## config.mk

```make
export PLATFORM = sky130hd
export DESIGN_NAME = mem_port_arbiter
export DESIGN_NICKNAME = d
export VERILOG_FILES = /design/src/rtl/mem_port_arbiter.sv
export SDC_FILE = /design/constraint.sdc
export NUM_CORES = 1
export LEC_CHECK = 0
export ABC_CLOCK_PERIOD_IN_PS = 2400
export BUFFER_PORTS_ARGS = -buffer_cell sky130_fd_sc_hd__buf_4
export CAP_MARGIN = 5
export CORE_MARGIN = 5
export CORE_UTILIZATION = 49
export DETAILED_ROUTE_END_ITERATION = 12
export PLACE_DENSITY = 0.89
export SLEW_MARGIN = 20
export SYNTH_ARGS = -nofsm -noshare
export SYNTH_HDL_FRONTEND = slang
export SYNTH_SLANG_ARGS = --single-unit
```

## constraint.sdc

```tcl
create_clock -name clk -period 2.4 [get_ports clk]
set_input_delay 0.24 -clock clk [delete_from_list [all_inputs] [get_ports clk]]
set_output_delay 0.24 -clock clk [all_outputs]
set_load 0.02 [all_outputs]
```

## src/rtl/mem_port_arbiter.sv

```systemverilog
// Arbitrates a single-port fixed-latency memory between instruction fetch and
// the data-memory stage. Serialises accesses, builds byte enables and
// replicated store data, and returns lane-aligned load data.
module mem_port_arbiter #(
    parameter int ADDR_W     = 32,
    parameter int MEM_LAT    = 2,
    parameter int MAX_DM_RUN = 2
) (
    input  logic              clk,
    input  logic              rst_n,
    input  logic              if_req,
    input  logic [ADDR_W-1:0] if_addr,
    output logic              if_gnt,
    output logic [31:0]       if_rdata,
    input  logic              dm_req,
    input  logic              dm_we,
    input  logic [1:0]        dm_size,
    input  logic [ADDR_W-1:0] dm_addr,
    input  logic [31:0]       dm_wdata,
    output logic              dm_done,
    output logic              dm_err,
    output logic [31:0]       dm_rdata,
    output logic              mem_en,
    output logic              mem_we,
    output logic [3:0]        mem_be,
    output logic [ADDR_W-1:0] mem_addr,
    output logic [31:0]       mem_wdata,
    input  logic [31:0]       mem_rdata,
    output logic              stall
);
    localparam int CNT_W = (MEM_LAT > 1) ? $clog2(MEM_LAT) : 1;
    localparam int RUN_W = $clog2(MAX_DM_RUN + 1);

    typedef enum logic [1:0] {IDLE, ISSUE, WAIT, RESP} state_t;

    state_t           state;
    logic [CNT_W-1:0] lat_cnt;
    logic [RUN_W-1:0] dm_run;
    logic             cur_dm;
    logic             cur_we;
    logic [1:0]       cur_size;
    logic [1:0]       cur_off;

    logic             dm_mis;
    logic [3:0]       dm_be;
    logic [31:0]      dm_wrep;
    logic [31:0]      load_data;
    logic             run_full;
    logic             pick_dm;
    logic             unused_if_addr;

    assign stall          = (if_req & ~if_gnt) | (dm_req & ~dm_done);
    assign run_full       = (dm_run == RUN_W'(MAX_DM_RUN));
    // DM has priority unless IF has been starved for MAX_DM_RUN grants
    assign pick_dm        = dm_req & ~(if_req & run_full);
    assign unused_if_addr = ^if_addr[1:0];

    // Decode alignment, byte enables and lane-replicated store data of the DM request
    always_comb begin
        dm_mis  = 1'b0;
        dm_be   = 4'b1111;
        dm_wrep = dm_wdata;
        case (dm_size)
            2'b00: begin
                dm_be   = 4'b0001 << dm_addr[1:0];
                dm_wrep = {4{dm_wdata[7:0]}};
            end
            2'b01: begin
                dm_mis  = dm_addr[0];
                dm_be   = dm_addr[1] ? 4'b1100 : 4'b0011;
                dm_wrep = {2{dm_wdata[15:0]}};
            end
            default: dm_mis = |dm_addr[1:0];
        endcase
    end

    // Shift the returned word down to lane 0 and zero-fill above the access size
    always_comb begin
        load_data = mem_rdata;
        case (cur_size)
            2'b00: begin
                case (cur_off)
                    2'b00:   load_data = {24'h0, mem_rdata[7:0]};
                    2'b01:   load_data = {24'h0, mem_rdata[15:8]};
                    2'b10:   load_data = {24'h0, mem_rdata[23:16]};
                    default: load_data = {24'h0, mem_rdata[31:24]};
                endcase
            end
            2'b01:   load_data = {16'h0, cur_off[1] ? mem_rdata[31:16] : mem_rdata[15:0]};
            default: load_data = mem_rdata;
        endcase
    end

    // Access sequencer: select, issue, wait out the memory latency, respond
    always_ff @(posedge clk or negedge rst_n) begin
        if (!rst_n) begin
            state     <= IDLE;
            lat_cnt   <= '0;
            dm_run    <= '0;
            cur_dm    <= 1'b0;
            cur_we    <= 1'b0;
            cur_size  <= 2'b00;
            cur_off   <= 2'b00;
            mem_en    <= 1'b0;
            mem_we    <= 1'b0;
            mem_be    <= 4'b0000;
            mem_addr  <= '0;
            mem_wdata <= '0;
            if_gnt    <= 1'b0;
            if_rdata  <= '0;
            dm_done   <= 1'b0;
            dm_err    <= 1'b0;
            dm_rdata  <= '0;
        end else begin
            // Strobes and pulses default low; they are raised for exactly one cycle
            mem_en  <= 1'b0;
            mem_we  <= 1'b0;
            if_gnt  <= 1'b0;
            dm_done <= 1'b0;
            dm_err  <= 1'b0;
            case (state)
                IDLE: begin
                    if (pick_dm) begin
                        if (!if_req) begin
                            dm_run <= '0;
                        end else if (!run_full) begin
                            dm_run <= dm_run + 1'b1;
                        end
                        if (dm_mis) begin
                            // Rejected without touching memory
                            dm_done  <= 1'b1;
                            dm_err   <= 1'b1;
                            dm_rdata <= '0;
                            state    <= RESP;
                        end else begin
                            mem_en    <= 1'b1;
                            mem_we    <= dm_we;
                            mem_be    <= dm_be;
                            mem_addr  <= {dm_addr[ADDR_W-1:2], 2'b00};
                            mem_wdata <= dm_wrep;
                            cur_dm    <= 1'b1;
                            cur_we    <= dm_we;
                            cur_size  <= dm_size;
                            cur_off   <= dm_addr[1:0];
                            state     <= ISSUE;
                        end
                    end else if (if_req) begin
                        dm_run    <= '0;
                        mem_en    <= 1'b1;
                        mem_we    <= 1'b0;
                        mem_be    <= 4'b1111;
                        mem_addr  <= {if_addr[ADDR_W-1:2], 2'b00};
                        mem_wdata <= '0;
                        cur_dm    <= 1'b0;
                        cur_we    <= 1'b0;
                        state     <= ISSUE;
                    end
                end
                ISSUE: begin
                    if (cur_we) begin
                        dm_done <= 1'b1;
                        state   <= RESP;
                    end else begin
                        lat_cnt <= CNT_W'(MEM_LAT - 1);
                        state   <= WAIT;
                    end
                end
                WAIT: begin
                    if (lat_cnt == '0) begin
                        if (cur_dm) begin
                            dm_rdata <= load_data;
                            dm_done  <= 1'b1;
                        end else begin
                            if_rdata <= mem_rdata;
                            if_gnt   <= 1'b1;
                        end
                        state <= RESP;
                    end else begin
                        lat_cnt <= lat_cnt - 1'b1;
                    end
                end
                RESP:    state <= IDLE;
                default: state <= IDLE;
            endcase
        end
    end

endmodule
```

* After elaboration in Yosys (flattened, before gate mapping)
Index checks and enable logic that the tools add are counted.
Storage, ports and cells: word-level logic and storage cells 118, bits of input ports 135, register bits 148, output and inout port bits 138
Cells by class: multiplexer cells 56, eq/ne operators 16, shifts and indexed selects 1, reduce and logical (&&, ||, !) cells 15, bitwise logic cells 11, add/subtract/negate cells 2
Operator list (number):
- $mux W32 | 10
- $pmux W32 S2 | 3
- $mux W1 | 24
- $pmux W8 S3 | 1
- $mux W16 | 1
- $mux W2 | 8
- $mux W4 | 4
- $ne A2 B2 Y1 const B | 6
- $reduce_and A3 Y1 | 4
- $eq A2 B1 Y1 const B | 4
- $eq A2 B2 Y1 const B | 4
- $logic_not A2 Y1 | 4
- $pmux W2 S4 | 1
- $pmux W4 S2 | 1
- $ne A3 B3 Y1 const B | 2
- $not A1 Y1 | 6
- $reduce_bool A2 Y1 | 3
- $reduce_and A5 Y1 | 1
- $and A1 B1 Y1 | 4
- $pmux W1 S2 | 2
- $reduce_and A2 Y1 | 2
- $shl A1 B2 Y4 const A | 1
- $pmux W1 S3 | 1
- $add A2 B1 Y2 const B | 1
- other kinds (3) | 3

* Depth between registers and ports, before layout
depth in word-level cells 6, gate-level depth with buffers 9, depth with buffers taken out 7

* Worst setup path before layout
OpenSTA, ideal clock, no wires.
path kind register to register, start register state[0], end register if_rdata[19], cell stages (with the launch flop) 8, required time 2.275 ns, buffers on the path 2, path slack 0.455 ns, data arrival time 1.820 ns, library setup time 0.125 ns, period minus slack after synthesis 1.945 ns, path through dfrtp_1 > inv_1 > ha_1 > buf_2 > inv_1 > nor3_2 > buf_2 > mux2_2
On the way: longest elaborated chain between the ends 2
RTL lines:
- from (decl) | line 36 | state_t state;
- from (signal assigned) | line 97 | state <= IDLE;
- from (signal assigned) | line 134 | state <= RESP;
- from (signal assigned) | line 145 | state <= ISSUE;
- $eq A2 B2 Y1 | line 121 | case (state)
- $reduce_and A3 Y1 (no line)
- to (signal assigned) | line 174 | if_rdata <= mem_rdata;
- to (decl) | line 14 | output logic [31:0] if_rdata,
Every way passes these cells. A chain may end at the register's enable or synchronous reset.

* Final worst setup path
start register state[0], end register dm_rdata[12]
On the way: longest elaborated chain between the ends 3, elaborated cells on any way between the ends 9, those cells by class 5 x eq/ne; 1 x mux; 3 x reduce/logical
RTL lines:
- $eq A2 B2 Y1 / $logic_not A2 Y1 (equally long branches) | line 121
- $ne A2 B2 Y1 (no line) / $reduce_bool A2 Y1 (equally long branches)
- $reduce_and A5 Y1 (no line)
- to (signal assigned) | line 171 | dm_rdata <= load_data;
- to (decl) | line 22 | output logic [31:0] dm_rdata,
Parallel ways exist; a longest one is shown, timed or not.

==> results.ini <==
[setup_path]
end_kind = flip-flop
crit_type = reg2reg
crit_fanout = 19
r2r_slack_ns = 0.24
startpoint = state[0]
worstPathRequired_ns = 2.69
worstPathArrival_ns = 2.46
r2r-end = dm_rdata[12]
reg2reg_depth = 7
rr_startpoint = state[0]
startpoint_type = flip-flop

[synth]
synth_edf_count = 0
synth_cells = 613
async_flop_share_pct = 100
syn_area_um2 = 6830
synth_ff_type = dfrtp_1
synth_cell_types = 50
avgSynthCellArea_um2 = 11.1
yosysSeqAreaShare_pct = 53.5
yosys_warnings = 0
ys_ff_latch = 146

[sta]
hold_viol_final = 0
slew_headroom_pct = 53.2
tightest_slew_ns = 0.699
slew_violations = 0
rsz0062_at_grt = false
timing.fmax_ghz = 0.462
finClkSkew_ns = 0.00898
tns_ns = 0
setup_viol = 0
finalCriticalPeriod_ns = 2.16
fin_ws_ns = 0.237
post-route-period-util_pct = 90.1

[drt]
vias_per_cell = 5.51
routedWlPerCell_um = 19.0
drt_iter0_markers = 390
via_count = 5882
routed_wl_um = 20300
first_pass_iters = 5
drc = 0
ant_nets = 0

[cells_and_area]
nets = 1017
layout_common_cells = buf_4 (280), dfrtp_1 (146), o21ai_0 (106)
syn_to_final_growth_pct = 42.5
final_common_cell = buf_4
nFillCells = 957
drive_above_1_share_pct = 42.0
n_antenna_cell = 0

[floorplan]
die_height_um = 128
io_pins = 273
start_util_pct = 49.6
die-area_um2 = 16400
fp.dieW_um = 128
row_count = 43
placeableCoreArea_um2 = 13800

[worst_hold_path]
hold_class = in2reg
hold_path.startpoint = mem_rdata[22]
hold_depth = 2
hold_end = if_rdata[22]

[run_status]
status = complete, no violations

[global_routing]
antenna_found_initial = 0
grt_use_met1_pct = 29.1
grt_max_degree = 79
grt_use_met2_pct = 42.3
grt_busiest_layer = met2
met3_usage_pct = 8.50
grt_pass1_vias = 6125
grt_pass1_wl_um = 31900
grt.total_usage_pct = 24.9
overflow = 0

[clocking]
path_clk_slew_ns = 0.06
cts_made_buffers = 17
clk_latency_ns = 0.41
cts_sinks = 146
clock_path_buffers = 2
cts_tree = yes
htree_levels = 4
root_buffer = clkbuf_16
cts_setup_buffers = 0

[power_and_ir_drop]
power_density_nw_per_um2 = 1370
power_w = 0.0133
leakage_nw = 4.85
ir_drop_mv = 0.872

[flow_run]
max-cap-violations = 0

[place]
dp_hpwl_um = 15000
portBuffers = 268
dpl_worst_slack_ns = 0.248
gp_congestion = 0.797

==> registers in the layout (all words and copies together) (netlist names) <==
name,cells
cur_dm,1
cur_off,2
cur_size,2
cur_we,1
dm_done,1
dm_err,1
dm_rdata,32
dm_run,2
if_gnt,1
if_rdata,32
lat_cnt,1
mem_addr,30
mem_be,4
mem_en,1
mem_wdata,32
mem_we,1
state,2
==> cell type report <==
class	count	area [um^2]	area share, %
flip-flops and latches	146	3650	37.5
multi-input cells	385	2840	29.1
repair buffers	288	2250	23.1
clock buffers	23	458	4.70
well taps	180	225	2.31
clock inverters	8	175	1.80
inverters	38	143	1.46
==> logic make-up (layout without fill, tap and decap cells) <==
family                     Yosys count  after routing  share of synthesized area, %
AOI/OAI and AO/OA                  181            181                          16.2
adders and majority gates            6              6                          1.10
DFF                                146            146                          53.5
buffers and inverters               83            357                          5.49
muxes                              120            120                          18.6
and+or+nand+nor                     76             76                          5.09
other                                1              2                        0.0549
==> power breakdown <==
part | internal [W] | switching [W] | total (W)
sequential | 0.00359 | 0.000714 | 0.00430
combinational | 0.00276 | 0.00340 | 0.00616
clock | 0.00188 | 0.000997 | 0.00287
total | 0.00822 | 0.00511 | 0.0133
==> per-stage QoR <==
| stage | util (%) | std cells | cell area, um^2 | hold WS, ns |
|---|---|---|---|---|
| 2_1_floorplan | - | 614 | 6840 | -0.0556 |
| 3_3_place_gp | 65.9 | 1035 | 9070 | 0.0395 |
| 3_5_place_dp | 66.1 | 1036 | 9100 | 0.0395 |
| 4_1_cts | 70.7 | 1068 | 9740 | 0.0516 |
| 5_1_grt | 70.7 | 1068 | 9740 | 0.0540 |
| 6_report | 70.7 | 1068 | 9740 | 0.0689 |
==> metal layers <==
metal  part of all wire (%)  vias up
li1                       -     2695
met1                     37     2865
met2                     50      287
met3                     10       35
met4                    2.5        0
met5                      0        -
==> cells in the mapped netlist (all sizes together) (2+ instances only) <==
cell     instances  share of area [%]
and3             2               0.18
a2bb2oi          3               0.38
nand2b           5               0.46
mux2            54                8.9
a22o             6               0.77
o21bai           2               0.22
nand4            2               0.18
nand2           47                2.6
buf             29                2.5
nor2             6               0.33
a21oi           12               0.93
dfrtp          146                 53
ha               6                1.1
a221oi           5               0.64
inv             37                2.0
a32oi            3               0.49
o31ai           10                1.1
a31oi            7               0.64
clkbuf          16               0.90
nor2b            8               0.73
mux2i           66                9.7
o2bb2ai         11                1.4
o21ai          113                8.5
==> worst max path at each step <==
stage | end | slack, ns | cells past startpoint
after CTS | dm_rdata[13] | 0.23 | 7
after floorplan | if_rdata[19] | 0.46 | 7
after detailed placement | dm_rdata[13] | 0.25 | 7
final | dm_rdata[12] | 0.24 | 7
after global routing | dm_rdata[13] | 0.09 | 7
after global placement | dm_rdata[10] | 0.09 | 6
==> worst max-delay path: stages (launching register included) <==
cell and delay, ns:
dfrtp_1 0.43, inv_1 0.11, ha_1 0.31, nand3b_1 0.18, o21ai_1 0.12, o21ai_4 0.28
buf_16 0.25, mux2_2 0.36
==> what timing repair did <==
| item | CTS | global route |
|---|---|---|
| endpoints found under the hold margin | 146 | 0 |
| hold buffers | 1 | 0 |
| gates resized for setup | 0 | 0 |
No activity file was read; power rests on OpenSTA's default activity.
